--- src/rtl/gf2mz_pkg.sv ---
// Shared definitions for the GF(2^m)[z] polynomial add/copy pipeline:
// operation encodings, controller states and a constant log2 helper.
package gf2mz_pkg;

  localparam logic [1:0] MODE_ADD    = 2'd0;
  localparam logic [1:0] MODE_PASS_A = 2'd1;
  localparam logic [1:0] MODE_PASS_B = 2'd2;
  localparam logic [1:0] MODE_CLR    = 2'd3;

  typedef enum logic [1:0] {
    ST_IDLE  = 2'd0,
    ST_ISSUE = 2'd1,
    ST_DRAIN = 2'd2,
    ST_FIN   = 2'd3
  } state_t;

  // ceil(log2(value)); 0 for value <= 1
  function automatic int gf2mz_clog2(input int value);
    int r;
    r = 0;
    for (int v = value - 1; v > 0; v = v >> 1) r++;
    return r;
  endfunction

endpackage

--- src/rtl/gf2mz_rd_pipe.sv ---
// Tracks in-flight operand reads: valid/address/last delayed by the memory
// read latency so write-back lines up with returning data.
module gf2mz_rd_pipe #(
  parameter int DELAY_rd = 1,
  parameter int AW       = 3
) (
  input  logic          clk,
  input  logic          i_clr,
  input  logic          i_valid,
  input  logic [AW-1:0] i_addr,
  input  logic          i_last,
  output logic          o_valid,
  output logic [AW-1:0] o_addr,
  output logic          o_last
);

  genvar gi;
  for (gi = 0; gi < DELAY_rd; gi++) begin : g_stage
    logic          r_valid;
    logic [AW-1:0] r_addr;
    logic          r_last;
    logic          w_valid_in;
    logic [AW-1:0] w_addr_in;
    logic          w_last_in;

    if (gi == 0) begin : g_head
      assign w_valid_in = i_valid;
      assign w_addr_in  = i_addr;
      assign w_last_in  = i_last;
    end else begin : g_tail
      assign w_valid_in = g_stage[gi-1].r_valid;
      assign w_addr_in  = g_stage[gi-1].r_addr;
      assign w_last_in  = g_stage[gi-1].r_last;
    end

    // Idle slots carry zero address/last so the tail is clean when invalid
    always_ff @(posedge clk) begin
      if (i_clr) begin
        r_valid <= 1'b0;
        r_addr  <= '0;
        r_last  <= 1'b0;
      end else begin
        r_valid <= w_valid_in;
        r_addr  <= w_valid_in ? w_addr_in : '0;
        r_last  <= w_valid_in & w_last_in;
      end
    end
  end

  assign o_valid = g_stage[DELAY_rd-1].r_valid;
  assign o_addr  = g_stage[DELAY_rd-1].r_addr;
  assign o_last  = g_stage[DELAY_rd-1].r_last;

endmodule

--- src/rtl/gf2mz_add_pipe.sv ---
// Streams L words of two GF(2^m)[z] operands through add/copy/clear at one
// word per cycle, writing results to C with unused top elements zeroed.
module gf2mz_add_pipe
  import gf2mz_pkg::*;
#(
  parameter int n        = 47,
  parameter int m        = 101,
  parameter int d        = 6,
  parameter int WIDTH    = m * d,
  parameter int DEPTH    = (n + d - 1) / d,
  parameter int DELAY_rd = 1,
  localparam int AW      = (gf2mz_clog2(DEPTH) < 1) ? 1 : gf2mz_clog2(DEPTH),
  localparam int LW      = gf2mz_clog2(DEPTH) + 1
) (
  input  logic             clk,
  input  logic             rst,
  input  logic             start,
  input  logic [1:0]       mode,
  input  logic [LW-1:0]    len,
  output logic [AW-1:0]    A_addr,
  output logic [AW-1:0]    B_addr,
  input  logic [WIDTH-1:0] A_di,
  input  logic [WIDTH-1:0] B_di,
  output logic [AW-1:0]    C_addr,
  output logic [WIDTH-1:0] C_do,
  output logic             C_we,
  output logic             busy,
  output logic             done
);

  localparam int            REM       = n % d;
  localparam logic [AW-1:0] LAST_ADDR = AW'(DEPTH - 1);
  localparam logic [LW-1:0] DEPTH_L   = LW'(DEPTH);

  state_t           r_state;
  state_t           w_state_next;
  logic [AW-1:0]    r_cnt;
  logic [AW-1:0]    r_last_idx;
  logic [1:0]       r_mode;
  logic             r_we;
  logic [AW-1:0]    r_caddr;
  logic [WIDTH-1:0] r_cdo;
  logic             r_done;

  logic             w_issue;
  logic             w_issue_last;
  logic             w_rd_valid;
  logic [AW-1:0]    w_rd_addr;
  logic             w_rd_last;
  logic             w_last_word;
  logic [LW-1:0]    w_len_eff;
  logic [WIDTH-1:0] w_word;

  always_ff @(posedge clk) begin
    if (rst) r_state <= ST_IDLE;
    else     r_state <= w_state_next;
  end

  always_comb begin
    w_state_next = r_state;
    case (r_state)
      ST_IDLE:  if (start) w_state_next = (len == '0) ? ST_FIN : ST_ISSUE;
      ST_ISSUE: if (w_issue_last) w_state_next = ST_DRAIN;
      ST_DRAIN: if (w_rd_valid && w_rd_last) w_state_next = ST_FIN;
      ST_FIN:   w_state_next = ST_IDLE;
      default:  w_state_next = ST_IDLE;
    endcase
  end

  always_comb begin
    busy         = (r_state != ST_IDLE);
    w_issue      = (r_state == ST_ISSUE);
    w_issue_last = w_issue && (r_cnt == r_last_idx);
  end

  assign w_len_eff = (len > DEPTH_L) ? DEPTH_L : len;

  always_ff @(posedge clk) begin
    if (rst) begin
      r_cnt      <= '0;
      r_last_idx <= '0;
      r_mode     <= MODE_ADD;
      r_we       <= 1'b0;
      r_caddr    <= '0;
      r_cdo      <= '0;
      r_done     <= 1'b0;
    end else begin
      r_done  <= (r_state == ST_FIN);
      r_we    <= w_rd_valid;
      r_caddr <= w_rd_valid ? w_rd_addr : '0;
      r_cdo   <= w_rd_valid ? w_word : '0;
      if (r_state == ST_IDLE && start) begin
        r_mode     <= mode;
        r_last_idx <= AW'(w_len_eff - LW'(1));
        r_cnt      <= '0;
      end else if (w_issue) begin
        // Counter parks at zero after the final address instead of wrapping
        r_cnt <= w_issue_last ? '0 : r_cnt + AW'(1);
      end
    end
  end

  assign A_addr = r_cnt;
  assign B_addr = r_cnt;
  assign C_we   = r_we;
  assign C_addr = r_caddr;
  assign C_do   = r_cdo;
  assign done   = r_done;

  gf2mz_rd_pipe #(
    .DELAY_rd(DELAY_rd),
    .AW      (AW)
  ) u_rd_pipe (
    .clk    (clk),
    .i_clr  (rst),
    .i_valid(w_issue),
    .i_addr (r_cnt),
    .i_last (w_issue_last),
    .o_valid(w_rd_valid),
    .o_addr (w_rd_addr),
    .o_last (w_rd_last)
  );

  assign w_last_word = (w_rd_addr == LAST_ADDR);

  genvar gi;
  for (gi = 0; gi < d; gi++) begin : g_elem
    logic [m-1:0] w_a;
    logic [m-1:0] w_b;
    logic [m-1:0] w_f;

    assign w_a = A_di[gi*m +: m];
    assign w_b = B_di[gi*m +: m];

    // Addition in GF(2^m) is coefficient-wise XOR, no carries between elements
    always_comb begin
      case (r_mode)
        MODE_ADD:    w_f = w_a ^ w_b;
        MODE_PASS_A: w_f = w_a;
        MODE_PASS_B: w_f = w_b;
        default:     w_f = '0;
      endcase
    end

    if (REM != 0 && gi >= REM) begin : g_mask
      assign w_word[gi*m +: m] = w_last_word ? '0 : w_f;
    end else begin : g_keep
      assign w_word[gi*m +: m] = w_f;
    end
  end

endmodule

--- config.mk ---
export PLATFORM = sky130hd
export DESIGN_NAME = gf2mz_add_pipe
export DESIGN_NICKNAME = d
export VERILOG_FILES = /design/src/rtl/gf2mz_pkg.sv /design/src/rtl/gf2mz_rd_pipe.sv /design/src/rtl/gf2mz_add_pipe.sv
export SDC_FILE = /design/constraint.sdc
export NUM_CORES = 2
export LEC_CHECK = 0
export CAP_MARGIN = 10
export CORE_AREA = 2 2 706 708
export DETAILED_ROUTE_END_ITERATION = 8
export DIE_AREA = 0 0 708 710
export PLACE_DENSITY = 0.3
export SETUP_SLACK_MARGIN = 0.3
export SYNTH_ARGS = -nofsm -noshare
export SYNTH_HDL_FRONTEND = slang
export SYNTH_SLANG_ARGS = --single-unit
--- constraint.sdc ---
create_clock -name clk -period 1.89 [get_ports clk]
set_input_delay 0.189 -clock clk [delete_from_list [all_inputs] [get_ports clk]]
set_output_delay 0.189 -clock clk [all_outputs]
set_load 0.02 [all_outputs]
## Yosys cells after proc, flatten, opt, wreduce, memory -nomap -nowiden

Index checks and enable logic that the tools add are counted.

| storage, ports and cells | value |
|---|---|
| flip-flop bits (word level) | 626 |

| operators by class | value |
|---|---|
| $add $sub $neg | 2 |
| $lt $le $gt $ge | 1 |
| equality and inequality tests | 10 |
| multiplexer cells | 13 |
| bitwise operators | 9 |
| reductions and logical operators | 12 |

Operators by type and width:

| operator | number |
|---|---|
| 101-bit one-hot mux with 3 select lines | 6 |
| 101-bit bitwise XOR | 6 |
| 2-bit 2-to-1 mux | 4 |
| 2-bit one-hot mux with 4 select lines | 1 |
| 2-bit equality test, second input constant | 3 |
| 3-bit 2-to-1 mux | 2 |
| 2-bit != test, second input constant | 3 |
| 2-bit OR reduction | 3 |
| 2-bit by 1-bit equality test with 1-bit output, second input constant | 2 |
| 4-bit greater-than comparator, second input constant | 1 |
| 2-bit logical NOT | 2 |
| 4-bit logical NOT | 1 |
| 3-bit by 1-bit adder with 3-bit output, second input constant | 1 |
| 3-bit equality test | 1 |
| 3-bit equality test, second input constant | 1 |
| 1-bit logical AND | 3 |
| 3-bit AND reduction | 1 |
| 3-bit OR reduction | 1 |
| 3-bit by 1-bit subtractor with 3-bit output, second input constant | 1 |
| 1-bit inverter | 2 |
| 2-bit nonzero test | 1 |
| 1-bit AND | 1 |

## Depth between registers and ports, before layout

| logic depth | value |
|---|---|
| word-level depth | 4 |
| mapped depth | 6 |

## Modules after synthesis

Synthesis repeated with hierarchy kept, for this count alone.

| unflattened totals | value |
|---|---|
| cell total of the unflattened synthesis | 3322 |
| area, all modules | 29185.5 µm² |

Modules (own cells, without submodules):

| module | instances | cells an instance | area an instance (µm²) | seq. area each (µm²) |
|---|---|---|---|---|
| gf2mz_add_pipe | 1 | 3312 | 29044.1 | 12431.9 |
| gf2mz_rd_pipe | 1 | 10 | 141.4 | 100.1 |

## Worst setup path after synthesis

OpenSTA, ideal clock, no wires.

| timing path | value |
|---|---|
| kind | reg-to-reg |
| from | reg r_state[0] |
| to | reg r_state[0] |
| setup time | 0.095 ns |
| arrival time | 1.291 ns |
| required time | 1.795 ns |
| setup slack | 0.504 ns |
| cell stages (with the launch flop) | 7 |
| buffers on the path | 0 |
| clock period less this slack | 1.386 ns |
| path through | dfxtp_1 inv_1 ha_1 nor2b_1 a221oi_2 nand2_1 a221oi_1 |

| between the ends | value |
|---|---|
| word-level cells in the longest chain between the ends | 4 |
| elaborated cells between the ends (all ways) | 10 |
| those cells by class | eq/ne: 6; mux: 1; reduce/logical: 3 |

RTL lines:

| what | line | text |
|---|---|---|
| start, declared | gf2mz_add_pipe.sv:35 | `state_t r_state;` |
| start signal, assigned | gf2mz_add_pipe.sv:56 | `else r_state <= w_state_next;` |
| 2-bit by 1-bit equality test with 1-bit output | gf2mz_add_pipe.sv:61, gf2mz_add_pipe.sv:72 |  |
| 1-bit logical AND | gf2mz_add_pipe.sv:73 | `w_issue_last = w_issue && (r_cnt == r_last_idx);` |
| 2-bit != test (no line) | - |  |
| 3-bit AND reduction (no line) | - |  |

Several ways; a longest one is shown, not always the timed one.
A chain may end at the register's enable or synchronous reset.

## Worst setup path in the final report

| timing path | value |
|---|---|
| from | reg r_mode[0] |
| to | reg r_cdo[167] (netlist: C_do[167]) |

| between the ends | value |
|---|---|
| word-level cells in the longest chain between the ends | 2 |
| elaborated cells between the ends (all ways) | 4 |
| those cells by class | eq/ne: 2; mux: 1; reduce/logical: 1 |

RTL lines:

| what | line | text |
|---|---|---|
| start, declared | gf2mz_add_pipe.sv:39 | `logic [1:0] r_mode;` |
| start signal, assigned | gf2mz_add_pipe.sv:93 | `r_mode <= mode;` |
| 2-bit equality test, or another cell as far along | gf2mz_add_pipe.sv:137 | `case (r_mode)` |
| 101-bit one-hot mux with 3 select lines (*) | gf2mz_add_pipe.sv:137 |  |
| end signal, assigned | gf2mz_add_pipe.sv:91 | `r_cdo <= w_rd_valid ? w_word : '0;` |
| end, declared | gf2mz_add_pipe.sv:42 | `logic [WIDTH-1:0] r_cdo;` |

Every way passes the cells marked *; elsewhere a longest branch is shown, timed or not.

==> impl_metrics.toml <==
[logic_synthesis]
synth_area_mm2 = 0.02925
synth_seq_cells = 626
seq_area_frac_synth_pct = 42.85
yosysUniqueCellTypes = 34
ys_warn_count = 0
synth_edf_count = 0
avgSynthCellArea_um2 = 8.807
ys.flop_type = "dfxtp_1"
synthCells = 3321
async_flop_share_pct = 0
mappedNetlistNets = 4549

[clock_tree]
worstSkewPairLatency_ns = 0.85
clk_pin_slew_ns = 0.06
clockRootBuffer = "clkbuf_16"
clockBufferDepth = 4
clock-sinks = 626
cts_tree = "yes"
cts-buffers-inserted = 100
htreeDepth = 3

[power_and_ir_drop]
p_leak_nw = 25.49
ir_worst_vdd_mv = 0.7179
pwr_density_cell_mw_per_mm2 = 890.4
total_power_w = 0.05966

[global_routing]
grt_overflow = 0
track_usage_pct = 13.18
grt_max_degree = 65
antenna_found_initial = 143
grt_pass1_wl_um = 416900
grt_pass1_vias = 33770

[timing]
period_share_pct = 98.93
slew_headroom_pct = 62.60
finalMaxSlewViolations = 0
hold_violations = 0
fmax_mhz = 534.8
rsz0062_at_grt = "yes"
whs_ns = 0.08799
setup-violations-final = 0
tightest_slew_ns = 0.5610
period_minus_slack_ns = 1.870
final.setup_skew_ns = 0.06018

[setup_path]
worstPathCellList = "buf_16, nor2b_1, xnor2_1, buf_4, nor2_1"
cp.required_ns = 2.62
cpMaxStageDelayCell = "nor2b_1"
arrival_ns = 2.60
path_class = "reg -> reg"
setup.worst_path.end_class = "flop"
cp_slowest_stage_delay_ns = 0.43
r2r_cells = 5
crit_fanout = 25
startpoint_type = "flop"

[layout]
fin_cells = 12290
register_area_mm2 = 0.01315
fillers = 56490
multi_input_area_mm2 = 0.01711
syn2layout_area_growth_pct = 129.1
drive_gt1_share_pct = 26.34
final_cell_area_mm2 = 0.06700
final_core_util_pct = 13.52
fin_nets = 6882

[die]
core-area_mm2 = 0.4955
fp.dieArea_mm2 = 0.5027
top_level_ports = 1839
rows = 259
fp.dieW_um = 708
initial_core_util_pct = 5.903
die_h_um = 710

[worst_hold_path]
hold-path-cell-count = 4
min_path_type = "in -> reg"

[drt]
postRouteAntennaNets = 0
vias_per_cell = 2.581
wire_per_inst_um = 29.09
num_vias = 31720
drtPass1Iterations = 5
finalWirelength_um = 357600
initialDrtViolationCount = 1398
drc_errors = 0

[run]
cap_violations = 0

[placement]
dp.final_hpwl_um = 311500
io_buffers = 1838
place_area_mm2 = 0.05737
dp_cells = 11790
gp_congestion = 0.9463

[status]
status = "completed"
stage by stage:
| step | TNS [ns] | setup WS (ns) |
|---|---|---|
| 2_1_floorplan | 0 | 0.5040 |
| 3_3_place_gp | -76.83 | -0.2872 |
| 3_5_place_dp | -83.36 | -0.3180 |
| 4_1_cts | -0.3502 | -0.1007 |
| 5_1_grt | -0.04957 | -0.04957 |
| 6_report | 0 | 0.02020 |
logic make-up (layout without fill, tap and decap cells):
kind of cell / after synthesis / after routing / synth area share [%]
buffers and inverters: 211 / 2622 / 3.692
DFF: 626 / 626 / 42.85
other: 0 / 33 / 0
xor gates and xnor gates: 610 / 610 / 18.27
muxes: 4 / 4 / 0.1369
and+or+nand+nor: 1852 / 1852 / 34.47
adders and majority gates: 7 / 7 / 0.2994
AOI/OAI and AO/OA: 11 / 11 / 0.2951
power by group:
group	internal, W	switching (W)	leakage (nW)
Combinational	0.0114	0.0132	18.6
Sequential	0.0142	0.000883	5.22
Clock	0.0119	0.00816	1.68
Total	0.0375	0.0222	25.5
layout make-up:
class / instances / area share (%)
clock buffers: 132 / 4.243
clock inverters: 48 / 0.8814
flip-flops and latches: 626 / 19.62
well taps: 6525 / 12.18
repair buffers: 2438 / 37.38
diodes: 33 / 0.1232
inverters: 4 / 0.03361
multi-input cells: 2484 / 25.53
critical path, delay by kind of cell (launching register included):
| kind | cells | cell delay, ns |
|---|---|---|
| AND/OR/NAND/NOR | 2 | 0.50 |
| buffers and inverters | 2 | 0.40 |
| flip-flops | 1 | 0.40 |
| XOR/XNOR | 1 | 0.21 |
per-layer routing:
layer,GRT usage [%],share of wire [%]
met1,14.47,39
met2,23.63,50
met4,3.082,2.4
met3,5.237,8.8
met5,0,0.090
placed cells by master (no fill, tap or decap), types with 9 or more instances in the layout:
cell type / count
buf_12: 67
buf_16: 21
buf_4: 445
buf_6: 274
buf_8: 31
bufinv_16: 9
clkbuf_1: 10
clkbuf_16: 128
clkbuf_8: 22
clkdlybuf4s50_1: 1220
clkinv_2: 14
dfxtp_1: 376
dfxtp_2: 129
dfxtp_4: 121
diode_2: 33
dlygate4sd2_1: 158
dlygate4sd3_1: 192
nor2_1: 594
nor2_4: 9
nor2b_1: 1108
nor2b_2: 47
nor2b_4: 64
xnor2_1: 526
xnor2_2: 70
xnor2_4: 11
final timing paths:
kind	from	to	slack (ns)
min	B_di[395]	C_do[395]	0.09
max reg2reg	r_mode[0]	C_do[167]	0.02
max	r_mode[0]	C_do[167]	0.02
min reg2reg	u_rd_pipe.o_addr[1]	C_addr[1]	0.49
cells in the mapped netlist (2+ instances only):
cell | instances | area share, %
buf_6 | 6 | 0.23
mux2i_1 | 4 | 0.14
and2_1 | 7 | 0.15
dfxtp_1 | 626 | 43
xnor2_1 | 607 | 18
nor3_1 | 2 | 0.034
buf_2 | 161 | 2.8
nor2b_2 | 10 | 0.30
ha_1 | 7 | 0.30
clkbuf_1 | 25 | 0.32
a31oi_1 | 2 | 0.043
inv_1 | 4 | 0.051
buf_1 | 2 | 0.026
nand2b_1 | 4 | 0.086
clkbuf_2 | 3 | 0.051
nand2_1 | 3 | 0.038
buf_4 | 10 | 0.26
nor2b_1 | 1209 | 26
a211oi_1 | 2 | 0.051
nor2_1 | 611 | 7.8
xor2_1 | 3 | 0.090
state kept, by name (all words and copies together), names as in the netlist:
name               count
A_addr                 3
r_state                2
C_addr                 3
C_we                   1
u_rd_pipe.o_valid      1
done                   1
u_rd_pipe.o_addr       3
C_do                 606
u_rd_pipe.o_last       1
r_last_idx             3
r_mode                 2
what timing repair did:
item,CTS,global route
resized for setup,1880,608
pin swaps,5,88
hold buffers,192,0
gates cloned,0,31
endpoints found under the setup margin,1203,1118
hold endpoints to repair,143,0
setup buffers,8,55
No activity file was read; power rests on OpenSTA's default activity.
